**config.mk**
```make
export PLATFORM = sky130hd
export DESIGN_NAME = opb_emu_initiator
export DESIGN_NICKNAME = d
export VERILOG_FILES = /design/src/rtl/opb_emu_initiator.sv
export SDC_FILE = /design/constraint.sdc
export NUM_CORES = 1
export LEC_CHECK = 0
export CORE_ASPECT_RATIO = 0.8
export CORE_MARGIN = 1
export CORE_UTILIZATION = 40
export CTS_BUF_LIST = sky130_fd_sc_hd__clkbuf_8
export DETAILED_ROUTE_END_ITERATION = 10
export SYNTH_ARGS = -nofsm -noshare
export SYNTH_HDL_FRONTEND = slang
export SYNTH_SLANG_ARGS = --single-unit
```
**constraint.sdc**
```tcl
create_clock -name SYS_CLK -period 6.9 [get_ports SYS_CLK]
set_input_delay 1.38 -clock SYS_CLK [delete_from_list [all_inputs] [get_ports SYS_CLK]]
set_output_delay 1.38 -clock SYS_CLK [all_outputs]
set_load 0.05 [all_outputs]
```
**src/rtl/opb_emu_initiator.sv**
```systemverilog
// Host-side OPB emulation initiator: frames local requests onto the link TX FIFO and parses
// response/ping frames from the RX FIFO. Optional OPB_EMU_PING_WAIT_EN gates REQ_READY on LINK_UP.
module opb_emu_initiator #(
   parameter int unsigned TIMEOUT_TICKS = 20
) (
   input  logic        SYS_CLK,
   input  logic        SYS_RST,
   input  logic        PULSE_2KHZ,
   input  logic        REQ_VALID,
   output logic        REQ_READY,
   input  logic        REQ_WR,
   input  logic [31:0] REQ_ADDR,
   input  logic [31:0] REQ_WDATA,
   output logic        RSP_VALID,
   output logic [31:0] RSP_RDATA,
   output logic        RSP_ERR,
   output logic        TX_FIFO_WR,
   output logic [7:0]  TX_FIFO_DATA,
   input  logic        TX_FIFO_FULL,
   output logic        RX_FIFO_RD,
   input  logic [7:0]  RX_FIFO_DATA,
   input  logic        RX_FIFO_EMPTY,
   output logic        LINK_UP,
   output logic        ERROR_FLAG
);

   typedef enum logic [1:0] {StIdle, StSend, StWait, StDone} state_t;
   typedef enum logic [1:0] {RxHunt, RxType, RxPing, RxResp} rx_state_t;

   localparam logic [7:0] Sof        = 8'h5A;
   localparam logic [7:0] Eof        = 8'hA5;
   localparam logic [7:0] PingId     = 8'hAA;
   localparam logic [7:0] TimeoutCnt = 8'(TIMEOUT_TICKS);

   state_t      state_q;
   logic [3:0]  tx_idx_q;
   logic        ready_q;
   logic        req_wr_q;
   logic [31:0] req_addr_q;
   logic [31:0] req_wdata_q;
   logic [7:0]  timer_q;
   logic        rsp_valid_q;
   logic [31:0] rsp_rdata_q;
   logic        rsp_err_q;

   rx_state_t   rx_state_q;
   logic [3:0]  rx_idx_q;
   logic        rx_pend_q;
   logic [7:0]  rx_cmd_q;
   logic [31:0] rx_addr_q;
   logic [31:0] rx_data_q;
   logic        link_up_q;
   logic        error_q;

   logic        link_ok;
   logic [7:0]  req_cmd;
   logic [7:0]  tx_byte;
   logic [7:0]  ping_exp;
   logic        rsp_hit;

`ifdef OPB_EMU_PING_WAIT_EN
   assign link_ok = link_up_q;
`else
   assign link_ok = 1'b1;
`endif

   assign req_cmd = req_wr_q ? 8'h01 : 8'h02;

   always_comb begin
      tx_byte = 8'h00;
      if (state_q == StSend) begin
         case (tx_idx_q)
            4'd0:    tx_byte = Sof;
            4'd1:    tx_byte = req_cmd;
            4'd2:    tx_byte = req_addr_q[31:24];
            4'd3:    tx_byte = req_addr_q[23:16];
            4'd4:    tx_byte = req_addr_q[15:8];
            4'd5:    tx_byte = req_addr_q[7:0];
            4'd6:    tx_byte = req_wdata_q[31:24];
            4'd7:    tx_byte = req_wdata_q[23:16];
            4'd8:    tx_byte = req_wdata_q[15:8];
            4'd9:    tx_byte = req_wdata_q[7:0];
            4'd10:   tx_byte = Eof;
            default: tx_byte = 8'h00;
         endcase
      end
   end

   always_comb begin
      case (rx_idx_q)
         4'd2:    ping_exp = 8'hBB;
         4'd3:    ping_exp = 8'hCC;
         4'd4:    ping_exp = 8'hDD;
         4'd5:    ping_exp = 8'h11;
         4'd6:    ping_exp = 8'h22;
         4'd7:    ping_exp = 8'h33;
         4'd8:    ping_exp = 8'h44;
         default: ping_exp = Eof;
      endcase
   end

   // Terminator of a response frame that matches the outstanding request.
   assign rsp_hit = rx_pend_q && (rx_state_q == RxResp) && (rx_idx_q == 4'd10) &&
                    (RX_FIFO_DATA == Eof) && (state_q == StWait) &&
                    (rx_cmd_q == (req_cmd | 8'h80)) && (rx_addr_q == req_addr_q);

   always_ff @(posedge SYS_CLK or posedge SYS_RST) begin
      if (SYS_RST) begin
         state_q     <= StIdle;
         tx_idx_q    <= 4'd0;
         ready_q     <= 1'b0;
         req_wr_q    <= 1'b0;
         req_addr_q  <= 32'h0;
         req_wdata_q <= 32'h0;
         timer_q     <= 8'h0;
         rsp_valid_q <= 1'b0;
         rsp_rdata_q <= 32'h0;
         rsp_err_q   <= 1'b0;
      end else begin
         rsp_valid_q <= 1'b0;
         unique case (state_q)
            StIdle: begin
               if (REQ_VALID && ready_q) begin
                  req_wr_q    <= REQ_WR;
                  req_addr_q  <= REQ_ADDR;
                  req_wdata_q <= REQ_WR ? REQ_WDATA : 32'h0;
                  tx_idx_q    <= 4'd0;
                  ready_q     <= 1'b0;
                  state_q     <= StSend;
               end else begin
                  ready_q <= link_ok;
               end
            end
            StSend: begin
               if (!TX_FIFO_FULL) begin
                  if (tx_idx_q == 4'd10) begin
                     timer_q <= 8'h0;
                     state_q <= StWait;
                  end else begin
                     tx_idx_q <= tx_idx_q + 4'd1;
                  end
               end
            end
            StWait: begin
               if (rsp_hit) begin
                  rsp_err_q   <= 1'b0;
                  rsp_rdata_q <= rx_data_q;
                  rsp_valid_q <= 1'b1;
                  state_q     <= StDone;
               end else if (timer_q >= TimeoutCnt) begin
                  rsp_err_q   <= 1'b1;
                  rsp_rdata_q <= 32'h0;
                  rsp_valid_q <= 1'b1;
                  state_q     <= StDone;
               end else if (PULSE_2KHZ && (timer_q != 8'hFF)) begin
                  timer_q <= timer_q + 8'd1;
               end
            end
            StDone: begin
               ready_q <= link_ok;
               state_q <= StIdle;
            end
         endcase
      end
   end

   // A byte read this cycle appears on RX_FIFO_DATA next cycle, so reads alternate with processing.
   assign RX_FIFO_RD = !RX_FIFO_EMPTY && !rx_pend_q;

   always_ff @(posedge SYS_CLK or posedge SYS_RST) begin
      if (SYS_RST) begin
         rx_state_q <= RxHunt;
         rx_idx_q   <= 4'd0;
         rx_pend_q  <= 1'b0;
         rx_cmd_q   <= 8'h0;
         rx_addr_q  <= 32'h0;
         rx_data_q  <= 32'h0;
         link_up_q  <= 1'b0;
         error_q    <= 1'b0;
      end else begin
         rx_pend_q <= RX_FIFO_RD;
         if (rx_pend_q) begin
            unique case (rx_state_q)
               RxHunt: begin
                  if (RX_FIFO_DATA == Sof) rx_state_q <= RxType;
               end
               RxType: begin
                  rx_idx_q <= 4'd2;
                  if (RX_FIFO_DATA == PingId) begin
                     rx_state_q <= RxPing;
                  end else begin
                     rx_cmd_q   <= RX_FIFO_DATA;
                     rx_state_q <= RxResp;
                  end
               end
               RxPing: begin
                  if (RX_FIFO_DATA != ping_exp) begin
                     error_q    <= 1'b1;
                     rx_state_q <= RxHunt;
                  end else if (rx_idx_q == 4'd9) begin
                     link_up_q  <= 1'b1;
                     rx_state_q <= RxHunt;
                  end else begin
                     rx_idx_q <= rx_idx_q + 4'd1;
                  end
               end
               RxResp: begin
                  if (rx_idx_q == 4'd10) begin
                     rx_state_q <= RxHunt;
                     if ((RX_FIFO_DATA != Eof) || !rsp_hit) error_q <= 1'b1;
                  end else begin
                     rx_idx_q <= rx_idx_q + 4'd1;
                     if (rx_idx_q <= 4'd5) rx_addr_q <= {rx_addr_q[23:0], RX_FIFO_DATA};
                     else                  rx_data_q <= {rx_data_q[23:0], RX_FIFO_DATA};
                  end
               end
            endcase
         end
      end
   end

   assign REQ_READY    = ready_q;
   assign RSP_VALID    = rsp_valid_q;
   assign RSP_RDATA    = rsp_rdata_q;
   assign RSP_ERR      = rsp_err_q;
   assign TX_FIFO_WR   = (state_q == StSend) && !TX_FIFO_FULL;
   assign TX_FIFO_DATA = tx_byte;
   assign LINK_UP      = link_up_q;
   assign ERROR_FLAG   = error_q;

endmodule

```
==> run summary, run 1 <==
Fin. Hold Viols = 0
RR Startpoint = rx_idx_q[0]
Fin util = 0.505
Core box area = 21900 um2
Die W = 170 um
PnR worst setup slack = 2.04 ns
Crit Path Class = reg2out
Dpl hpwl = 14600 um
Dominant cell type by area after synthesis = dfrtp_1
Layout cells sized above 1 = 0.170
Fin Setup TNS = 0 ns
CTS tree = yes
CP Data Arrival Time = 3.48 ns
Ports = 126
Largest net degree at the start of global routing = 149
Most common cell after layout, fill and taps aside = dfrtp_1
Ant. Diodes = 0
Outcome = finished, final reports clean
Synth top area cells = dfrtp_1 (54%), mux2_2 (13%), nand2_1 (3.9%)
Tot GR Track Use = 0.195
Post-synth ARST share = 1.00
R2R depth = 10
IO Port Bufs = 125
Post-place instance area = 10600 um2
DR vias/cell = 5.24
Worst r2r dst = RSP_RDATA[0]
Worst slack at placement = 2.13 ns
Routed wire per std cell = 17.6 um
Setup crit start kind = flop
Vias = 6351
Post-cts gate resize count = 0
Vias in the first global route = 6473
Design area = 11000 um2
Die Span Y = 137 um
Fin crit period = 4.86 ns
Root Buffer = clkbuf_8
Clk_lat worst skew = 0.48 ns
Fin crit share = 0.705
FILL cells = 2026
Hold Path Class = reg2reg
Max-Cap Viols = 0
Starting DRT DRC Count = 445
Routed Antenna Nets = 0
# clock sinks = 195
Worst-path fanout max = 19
Least-Margin Pin Slew = 1.17 ns
Leakage = 4.89 nW
Setup Fix Bufs, Post-CTS = 0
RSZ-0062 raised after global routing = no
Area Growth Syn to Fin = 21.7%
# rows = 48
Synthesized area per cell = 11.4 um2
Required time of the critical path = 5.52 ns
Commonest cells after routing, fill and taps aside = dfrtp_1 (195), clkdlybuf4s50_1 (125), mux2_2 (105)
Die area = 23300 um2
Power Dens Cells = 383 nW/um2
Global-route wire length before repair = 34900 um
Residual DRC = 0
Initial Util = 0.414
Share of the synthesized area in the top cell type = 0.539
Synth Cell Area = 9060 um2
H-tree level count = 4
Post-CTS Hold Buffers = 0
Total CTS buffers = 17
Worst setup EP type = primary output
Clk pin slew, worst setup/hold paths = 0.11 ns
Hold depth = 2
Synth unique cells = 61
Setup slack, reg-to-reg = 3.11 ns
Post-Synthesis Cells = 795
Main synth FF type = dfrtp_1
Initial antenna violation count = 0
Fin. max-slew vios = 0
Placer Congestion = 0.821
Hold path start = req_wdata_q[14]
Number of setup violations in the final report = 0
Ys Warns = 0
Fmax = 206 MHz
Post-synthesis net count = 888
Worst VDD drop = 0.188 mV
FF+latch count, synth = 195
CTS Buffer Depth = 2
Final Net Count = 991
Hold EP = req_wdata_q[14]
Routed WL = 21300 um
GRT Residual Overflow = 0
Sequential area share after synthesis = 0.539
DR pass1 iterations = 7
EDFF count, synth = 0
Slew HR = 0.215
Setup Skew = 0.0173 ns
[critical path: stages, from the launching register on]
cell and delay, ns:
dfrtp_1 0.46, inv_1 0.13, ha_1 0.67, a222oi_1 0.14, a311oi_1 0.57, a21oi_1 0.08
nor2_1 0.13, clkdlybuf4s50_1 0.82
[synth_stat cells, drive strengths merged (3+ instances only)]
| cell | n |
|---|---|
| dfrtp | 195 |
| mux2 | 107 |
| nand2 | 94 |
| o21ai | 49 |
| a22o | 37 |
| clkbuf | 35 |
| nor2 | 33 |
| xor2 | 32 |
| a21oi | 26 |
| inv | 22 |
| nand3 | 16 |
| ha | 14 |
| buf | 11 |
| nor4 | 10 |
| a22oi | 8 |
| a211oi | 6 |
| nor2b | 6 |
| o22ai | 6 |
| a221oi | 5 |
| and2 | 5 |
| mux2i | 5 |
| nand4 | 5 |
| nor4b | 5 |
| a222oi | 4 |
| a311oi | 4 |
| and3 | 4 |
| nand2b | 4 |
| nand3b | 4 |
| nor3 | 4 |
| xnor2 | 4 |
| a31oi | 3 |
| o32a | 3 |
| or3 | 3 |
[registers in the layout, summed over array words and instances, names as in the netlist]
signal / flops
rx_state_q: 2
LINK_UP: 1
timer_q: 8
req_addr_q: 32
rx_cmd_q: 8
RSP_VALID: 1
req_wdata_q: 32
rx_data_q: 32
REQ_READY: 1
ERROR_FLAG: 1
rx_pend_q: 1
RSP_ERR: 1
req_wr_q: 1
rx_idx_q: 4
state_q: 2
tx_idx_q: 4
rx_addr_q: 32
RSP_RDATA: 32
[metal layers]
layer | share of wire | track usage | vias up
met1 | 0.50 | 0.288 | 3115
met4 | 0.0054 | 0.0425 | 0
li1 | - | - | 3082
met3 | 0.047 | 0.0411 | 9
met2 | 0.44 | 0.294 | 145
met5 | 0 | 0 | -
[per-stage QoR]
stage / instances / hold slack [ns] / total power [W]
after floorplan: 795 / 0.444 / 0.00297
after detailed placement: 1179 / 0.471 / 0.00344
after global routing: 1211 / 0.512 / 0.00451
after CTS: 1211 / 0.496 / 0.00425
after global placement: 1179 / 0.467 / 0.00342
final: 1211 / 0.493 / 0.00422
[cell families (layout without fill, tap and decap cells)]
| kind of cell | after synthesis | count (layout) | synth area share |
|---|---|---|---|
| adders and majority gates | 14 | 14 | 0.0193 |
| buffers and inverters | 68 | 184 | 0.0296 |
| xor gates and xnor gates | 36 | 36 | 0.0348 |
| DFF | 195 | 195 | 0.539 |
| and+or+nand+nor | 202 | 202 | 0.110 |
| AOI/OAI and AO/OA | 168 | 168 | 0.130 |
| muxes | 112 | 112 | 0.138 |
[where the power goes]
part,internal [W],switching [W]
registers,0.00154,0.000408
clock network,0.000319,0.000483
logic,0.000704,0.000768
total,0.00256,0.00166
[layout make-up]
cell class,count,area (um2),share of cell area
well taps,300,375,0.0340
repair buffers,130,1290,0.117
inverters,22,90.1,0.00817
clock inverters,15,213,0.0193
multi-input cells,532,3950,0.358
flip-flops and latches,195,4880,0.442
clock buffers,17,234,0.0212
[how the worst max path moves through the flow]
stage / from / to / cells after the start
2_1_floorplan: SYS_RST / ERROR_FLAG / 1
3_3_place_gp: RX_FIFO_DATA[7] / RSP_RDATA[2] / 9
3_5_place_dp: RX_FIFO_DATA[7] / RSP_RDATA[3] / 9
4_1_cts: tx_idx_q[0] / TX_FIFO_DATA[2] / 7
5_1_grt: tx_idx_q[0] / TX_FIFO_DATA[7] / 7
6_report: tx_idx_q[0] / TX_FIFO_DATA[2] / 7
Note: power is estimated with default switching activity, not from simulation.
==> run 2: changes to the inputs <==
==> constraint.sdc (replaced) <==
create_clock -name SYS_CLK -period 4.7 [get_ports SYS_CLK]
set_input_delay 0.94 -clock SYS_CLK [delete_from_list [all_inputs] [get_ports SYS_CLK]]
set_output_delay 0.94 -clock SYS_CLK [all_outputs]
set_load 0.05 [all_outputs]
==> run summary, run 2 (same netlist as run 1, synthesis figures left out) <==
Outcome = finished, final reports clean
GR Layer Usage met2 = 0.281
Slew HR = 0.262
Least-Margin Pin Slew = 1.11 ns
GR Util met1 = 0.288
Max-Cap Viols = 0
Met3 usage = 0.0341
Hold Path Class = reg2reg
Required time of the critical path = 3.76 ns
Fin. Hold Viols = 0
Initial Util = 0.414
Number of setup violations in the final report = 0
Most common cell after layout, fill and taps aside = dfrtp_1
Tot GR Track Use = 0.192
Leakage = 4.89 nW
Area Growth Syn to Fin = 21.9%
Starting DRT DRC Count = 434
Crit Path Class = reg2out
Fin Setup TNS = 0 ns
Root Buffer = clkbuf_8
Dpl hpwl = 14900 um
Routed WL = 21300 um
Total CTS buffers = 17
PnR worst setup slack = 0.370 ns
Setup Fix Bufs, Post-CTS = 0
Design area = 11000 um2
Post-CTS Hold Buffers = 0
Vias in the first global route = 6173
Clk pin slew, worst setup/hold paths = 0.12 ns
DR vias/cell = 5.32
Routed wire per std cell = 17.6 um
Setup Skew = 0.0224 ns
Routed Antenna Nets = 0
Layout cells sized above 1 = 0.172
Placer Congestion = 0.865
CTS Buffer Depth = 2
Die Span Y = 137 um
Initial antenna violation count = 0
Final Net Count = 993
Fin crit period = 4.33 ns
Global-route wire length before repair = 34000 um
Worst-path fanout max = 23
CTS tree = yes
GRT busiest layer = met1
CP max stage delay = 0.83 ns
Post-cts gate resize count = 0
Worst setup EP type = primary output
Fmax = 231 MHz
RSZ-0062 raised after global routing = no
DR pass1 iterations = 5
Commonest cells after routing, fill and taps aside = dfrtp_1 (195), clkdlybuf4s50_1 (125), mux2_2 (105)
IO Port Bufs = 125
GRT Residual Overflow = 0
Die W = 170 um
# rows = 48
CP cell instances = inv_1, ha_1, nor3_1, o22ai_1, nand2_1, a21oi_1, clkdlybuf4s50_1
Setup crit start kind = flop
Ports = 126
Power Dens Cells = 559 nW/um2
CP Data Arrival Time = 3.39 ns
Crit-path slowest cell = clkdlybuf4s50_1
Residual DRC = 0
Post-place instance area = 10600 um2
H-tree level count = 4
Clk_lat worst skew = 0.50 ns
# clock sinks = 195
Core box area = 21900 um2
Worst VDD drop = 0.268 mV
Fin crit share = 0.921
Worst slack at placement = 0.898 ns
Die area = 23300 um2
Ant. Diodes = 0
Fin. max-slew vios = 0
Largest net degree at the start of global routing = 157
Vias = 6452
-- run 2: changes by cell type in the layout (fill, tap and decap cells not counted), sizes merged --
cell / change
bufinv: -1
clkinvlp: +1
inv: +4
clkinv: -4
buf: +2
-- run 2: per-layer routing --
| metal | routed length (um) | share of wire | vias to the layer above |
|---|---|---|---|
| li1 | - | - | 3078 |
| met1 | 10900 | 0.51 | 3216 |
| met2 | 9260 | 0.43 | 143 |
| met3 | 897 | 0.042 | 15 |
| met4 | 249 | 0.012 | 0 |
| met5 | 0 | 0 | - |
-- run 2: final timing paths --
kind,to,slack (ns),cells past startpoint,from
max,TX_FIFO_DATA[1],0.37,7,tx_idx_q[0]
min,req_wdata_q[11],0.50,2,req_wdata_q[11]
max reg2reg,state_q[1],1.76,9,rx_idx_q[0]
min reg2reg,req_wdata_q[11],0.50,2,req_wdata_q[11]
max in group asynchronous,req_addr_q[9],3.01,3,SYS_RST
min in group asynchronous,REQ_READY,0.95,3,SYS_RST
-- run 2: worst max-delay path, delay by kind of cell (launching register included) --
| kind | cells | cell delay (ns) |
|---|---|---|
| buffers and inverters | 2 | 0.95 |
| flip-flops | 1 | 0.46 |
| adder cells (fa/ha/maj) | 1 | 0.69 |
| AO/OA/AOI/OAI | 2 | 0.46 |
| AND/OR/NAND/NOR | 2 | 0.34 |
-- run 2: layout make-up --
| type | instances | area [um2] |
|---|---|---|
| Sequential cell | 195 | 4880 |
| Fill cell | 2013 | 10800 |
| Timing Repair Buffer | 132 | 1320 |
| Tap cell | 300 | 375 |
| Clock inverter | 15 | 205 |
| Multi-Input combinational cell | 532 | 3950 |
| Inverter | 22 | 86.3 |
| Clock buffer | 17 | 234 |
-- run 2: through the flow --
stage | hold slack (ns) | power (W) | utilization | std cells
after global routing | 0.528 | 0.00658 | 0.505 | 1213
after global placement | 0.466 | 0.00498 | 0.485 | 1181
final | 0.496 | 0.00618 | 0.505 | 1213
after floorplan | 0.444 | 0.00436 | - | 795
after CTS | 0.498 | 0.00622 | 0.505 | 1213
after detailed placement | 0.472 | 0.00503 | 0.485 | 1181
-- run 2: where the power goes --
group	internal, W	switching (W)
Clock	0.000432	0.000742
Combinational	0.00103	0.00108
Sequential	0.00226	0.000633
==> RTL change 1 (config.mk and constraints of run 1) <==
Re-encode `rx_state_t` (4 states) as one-hot, 4 bits wide.
--- a/src/rtl/opb_emu_initiator.sv
+++ b/src/rtl/opb_emu_initiator.sv
@@ -27,3 +27,3 @@
    typedef enum logic [1:0] {StIdle, StSend, StWait, StDone} state_t;
-   typedef enum logic [1:0] {RxHunt, RxType, RxPing, RxResp} rx_state_t;
+   typedef enum logic [3:0] {RxHunt = 4'b0001, RxType = 4'b0010, RxPing = 4'b0100, RxResp = 4'b1000} rx_state_t;
 
Formal check against the unedited RTL: no difference found for any inputs over 4 cycles, from zero or initial values and one cycle with SYS_RST high; so few cycles prove little.
==> RTL change 1 against run 1 <==
  * Total power grew 9.5%
  * Critical endpoint unchanged
  * Sequential cell count grew 2
  * Largest power group unchanged
  * Sequential share of layout area shrank 0.14 points
  * Largest cell class unchanged
  * Area after synthesis grew 2.7%
  * Combinational power grew 19%
  * Wire length grew 6.5%
  * Count of clock-buffer cells in the layout is the same
  * Design area grew 1.4%
  * Highest routed layer unchanged
  * Worst setup slack gained 0.14 ns
==> RTL change 1: results (changes against run 1) <==
Layout
  – Non-filler instance count after layout: 1311 (was 1211)
  – Total of fill cells in the finished design: 2109 (was 2026)
  – P&R area growth vs syn: 20.2% (was 21.7%)
  – Proportion of layout cells with a drive suffix above 1: 12.8% (was 17.0%)
  – Net count of the finished layout: 1087 (was 991)

Worst hold path
  – Worst Min Path Start: rx_data_q[31]$_DFFE_PP0P_ (was req_wdata_q[14]$_DFFE_PP0P_)
  – Worst Hold Path EP: RSP_RDATA[31]$_DFFE_PP0P_ (was req_wdata_q[14]$_DFFE_PP0P_)

Routing
  – Iteration count of the initial detailed-routing pass: 5 (was 7)
  – Routed vias: 6768 (was 6351)
  – Met1 WL: 11900 um (was 10700 um)
  – WL per Instance: 17.3 um (was 17.6 um)
  – Routed wl met2: 9440 um (about the same)

Power and ir drop
  – Combinational power: 1.75 mW (was 1.47 mW)
  – Leakage Power: 4.74 nW (was 4.89 nW)
  – Highest ir drop seen on vdd: 0.173 mV (was 0.188 mV)
  – Tot Pwr: 4.62 mW (was 4.22 mW)

Critical path
  – Register-to-Register Setup Slack: 3.97 ns (was 3.11 ns)
  – Worst flop-to-flop path endpoint: timer_q[4]$_DFFE_PP0P_ (was RSP_RDATA[0]$_DFFE_PP0P_)

Global routing
  – Global routing usage on met2: 26.7% (was 29.4%)
  – M1 GR Usage: 31.2% (was 28.8%)
  – Vias in the first global route: 6492 (was 6473)
  – Wire length of the first global-routing pass: 36000 um (was 34900 um)
  – Met3 track demand over resource: 3.84% (was 4.11%)
  – Overall fraction of global-route tracks in use: 19.7% (was 19.5%)

STA
  – Clock Skews: 0.0201 ns (was 0.0173 ns)
  – Hold Worst Slack: 0.484 ns (was 0.493 ns)
  – Maximum clock rate: 212 MHz (was 206 MHz)
  – Relative slew margins: 20.6% (was 21.5%)

Synthesis
  – Top cell types by occurrence after synthesis: 196 x dfrtp_1, 174 x nand2_1, 72 x mux2_2, 68 x o21ai_0, 38 x inv_1 (was 195 x dfrtp_1, 105 x mux2_2, 94 x nand2_1, 47 x o21ai_0, 37 x a22o_1)
  – Distinct cell type count of the synthesized netlist: 71 (was 61)
  – Synth top area cells: dfrtp_1 53%, mux2_2 8.7%, nand2_1 7.0% (was dfrtp_1 54%, mux2_2 13%, nand2_1 3.9%)
  – Mean instance size in the synthesized netlist: 10.4 um2 (was 11.4 um2)

Placed design
  – Placed wire-length estimate: 15800 um (was 14600 um)
  – Final weighted congestion in routability-driven placement: 0.784 (was 0.821)

Status
  – Run status: finished, final reports clean (unchanged)
RTL change 1: cell type report:
cell class,count,area share [%]
inverters,39,1.38
repair buffers,131,11.6
clock inverters,13,1.41
flip-flops and latches,197,44.1
well taps,306,3.42
multi-input cells,608,36.0
clock buffers,17,2.09
RTL change 1: kinds of logic (layout without fill, tap and decap cells):
logic type                 after synthesis  in the layout  share of synthesized area (%)
buffers and inverters                   89            200                           3.98
adders and majority gates               14             14                           1.88
muxes                                   86             86                           10.4
AOI/OAI and AO/OA                      188            188                           13.1
and+or+nand+nor                        282            282                           14.1
DFF                                    197            197                           53.0
xor gates and xnor gates                38             38                           3.58
RTL change 1: worst max-delay path, stage by stage (launching register included):
cell and delay [ns]:
dfrtp_1 0.47, inv_1 0.11, ha_1 0.70, a22o_1 0.26
a221oi_1 0.05, o21ai_0 0.17, o311ai_0 0.15, nor2_1 0.14
clkdlybuf4s50_1 0.81
==> RTL change 2 (settings of run 1) <==
Without the edit above. Add a define of `OPB_EMU_PING_WAIT_EN`.
--- a/src/rtl/opb_emu_initiator.sv
+++ b/src/rtl/opb_emu_initiator.sv
@@ -2,2 +2,4 @@
 // response/ping frames from the RX FIFO. Optional OPB_EMU_PING_WAIT_EN gates REQ_READY on LINK_UP.
+`define OPB_EMU_PING_WAIT_EN
+
 module opb_emu_initiator #(
Check against the original RTL: not equivalent (Yosys sat finds a counterexample within 4 cycles, from zero or initial values and one cycle with SYS_RST high).
==> RTL change 2 against run 1 <==
  * Total power down 17%
  * Register-to-register slack better by 0.66 ns
  * Via count up 0.25%
  * Largest cell class unchanged
  * Largest power group unchanged
  * Sequential cell count unchanged
  * Clock power is 11% lower
  * Wire length grew 2.6%
  * Worst setup slack gained 0.076 ns
  * Design area is 1.6% lower
  * Area after synthesis fell by 1.0%
==> RTL change 2: results (changes against run 1) <==
Critical path
  – Worst flop-to-flop path endpoint: state_q[1]$_DFFE_PP0P_ (was RSP_RDATA[0]$_DFFE_PP0P_)
  – Data arrival at the endpoint of the critical path: 3.41 ns (was 3.48 ns)
  – Worst-path maximum fanout: 24 (was 19)

Routing
  – Detailed router's first-iteration violation count: 577 (was 445)
  – Final Routed Wirelength: 21800 um (was 21300 um)
  – Iteration count of the initial detailed-routing pass: 5 (was 7)
  – Routed vias: 6367 (was 6351)

Global routing
  – Vias in the first global route: 5994 (was 6473)
  – Global routing usage on met2: 27.1% (was 29.4%)
  – M1 GR Usage: 31.6% (was 28.8%)
  – Wire length of the first global-routing pass: 34500 um (was 34900 um)
  – Met3 track demand over resource: 3.61% (was 4.11%)

Power and ir drop
  – Share of total power consumed by net switching: 36.7% (was 39.3%)
  – Highest ir drop seen on vdd: 0.136 mV (was 0.188 mV)
  – Leakage Power: 4.76 nW (was 4.89 nW)

Synthesis
  – Sequential element share of the synthesized area: 54.4% (was 53.9%)
  – Distinct cell type count of the synthesized netlist: 60 (was 61)
  – Net count of the mapped netlist: 875 (was 888)
  – Top cell types by occurrence after synthesis: 195 x dfrtp_1, 106 x mux2_2, 92 x nand2_1, 48 x o21ai_0 (was 195 x dfrtp_1, 105 x mux2_2, 94 x nand2_1, 47 x o21ai_0, 37 x a22o_1)
  – Synth top area cells: dfrtp_1 54%, mux2_2 13%, nand2_1 3.9% (unchanged)

STA
  – Slew at the pin closest to its max-slew limit: 1.21 ns (was 1.17 ns)
  – Clock Skews: 0.0129 ns (was 0.0173 ns)

Placed design
  – # placed instances: 1168 (was 1179)
  – Final weighted congestion in routability-driven placement: 0.841 (was 0.821)
  – Cell Area, Placed: 10500 um2 (was 10600 um2)

Worst hold path
  – Worst Hold Path EP: ERROR_FLAG$_DFFE_PP0P_ (was req_wdata_q[14]$_DFFE_PP0P_)
  – Worst Min Path Start: ERROR_FLAG$_DFFE_PP0P_ (was req_wdata_q[14]$_DFFE_PP0P_)

Status
  – Run status: finished, final reports clean (unchanged)
## RTL change 2: cell families after synthesis
group | Yosys count | synth area share [%]
flops | 195 | 54.4
xor+xnor | 37 | 3.61
simple gates | 202 | 10.7
fa+ha+maj | 14 | 1.95
buf+inv | 65 | 2.96
mux | 115 | 14.3
compound gates | 154 | 12.1
## RTL change 2: worst max-delay path by stage
stage / end / cells after the start / start
after floorplan: ERROR_FLAG$_DFFE_PP0P_ / 1 / SYS_RST
after global placement: state_q[1]$_DFFE_PP0P_ / 9 / RX_FIFO_DATA[6]
after detailed placement: state_q[1]$_DFFE_PP0P_ / 9 / RX_FIFO_DATA[6]
after CTS: TX_FIFO_DATA[5] / 8 / tx_idx_q[0]$_DFFE_PP0P_
after global routing: TX_FIFO_DATA[3] / 8 / tx_idx_q[0]$_DFFE_PP0P_
final: TX_FIFO_DATA[3] / 8 / tx_idx_q[0]$_DFFE_PP0P_
## RTL change 2: routing by layer
layer,wire length [um],share of wire [%]
met1,11300,52
met2,9290,43
met3,1050,4.8
met4,180,0.82
met5,0,0
## RTL change 2: stage by stage
stage | hold slack (ns) | setup slack, ns | total power, mW | utilization, %
3_3_place_gp | 0.442 | 2.56 | 2.80 | 48.1
3_5_place_dp | 0.452 | 2.48 | 2.81 | 48.1
6_report | 0.468 | 2.11 | 3.51 | 49.8
2_1_floorplan | 0.449 | 0.208 | 2.47 | -
5_1_grt | 0.479 | 1.92 | 3.74 | 49.8
4_1_cts | 0.475 | 2.13 | 3.53 | 49.8
## RTL change 2: power by group through the flow
| stage | logic [mW] | clock network, mW | registers (mW) |
|---|---|---|---|
| 3_5_place_dp | 1.09 | 0 | 1.72 |
| 6_report | 1.10 | 0.709 | 1.70 |
| 3_3_place_gp | 1.08 | 0 | 1.72 |
| 2_1_floorplan | 0.895 | 0 | 1.57 |
| 5_1_grt | 1.22 | 0.778 | 1.74 |
| 4_1_cts | 1.10 | 0.734 | 1.70 |
## RTL change 2: area by class of cell
type | count | area, um2
clock buffer | 18 | 248
clock inverter | 14 | 125
fill | 2021 | 11000
inverter | 19 | 78.8
multi-input combinational | 522 | 3840
sequential | 195 | 4880
tap | 300 | 375
timing repair buffer | 132 | 1300
## RTL change 2: critical path, stage by stage (launching register included)
cell	delay (ns)
dfrtp_1	0.46
inv_1	0.13
ha_1	0.74
a221o_1	0.28
nor2_1	0.04
a311oi_1	0.29
a21oi_1	0.07
nor2_1	0.11
clkdlybuf4s50_1	0.82
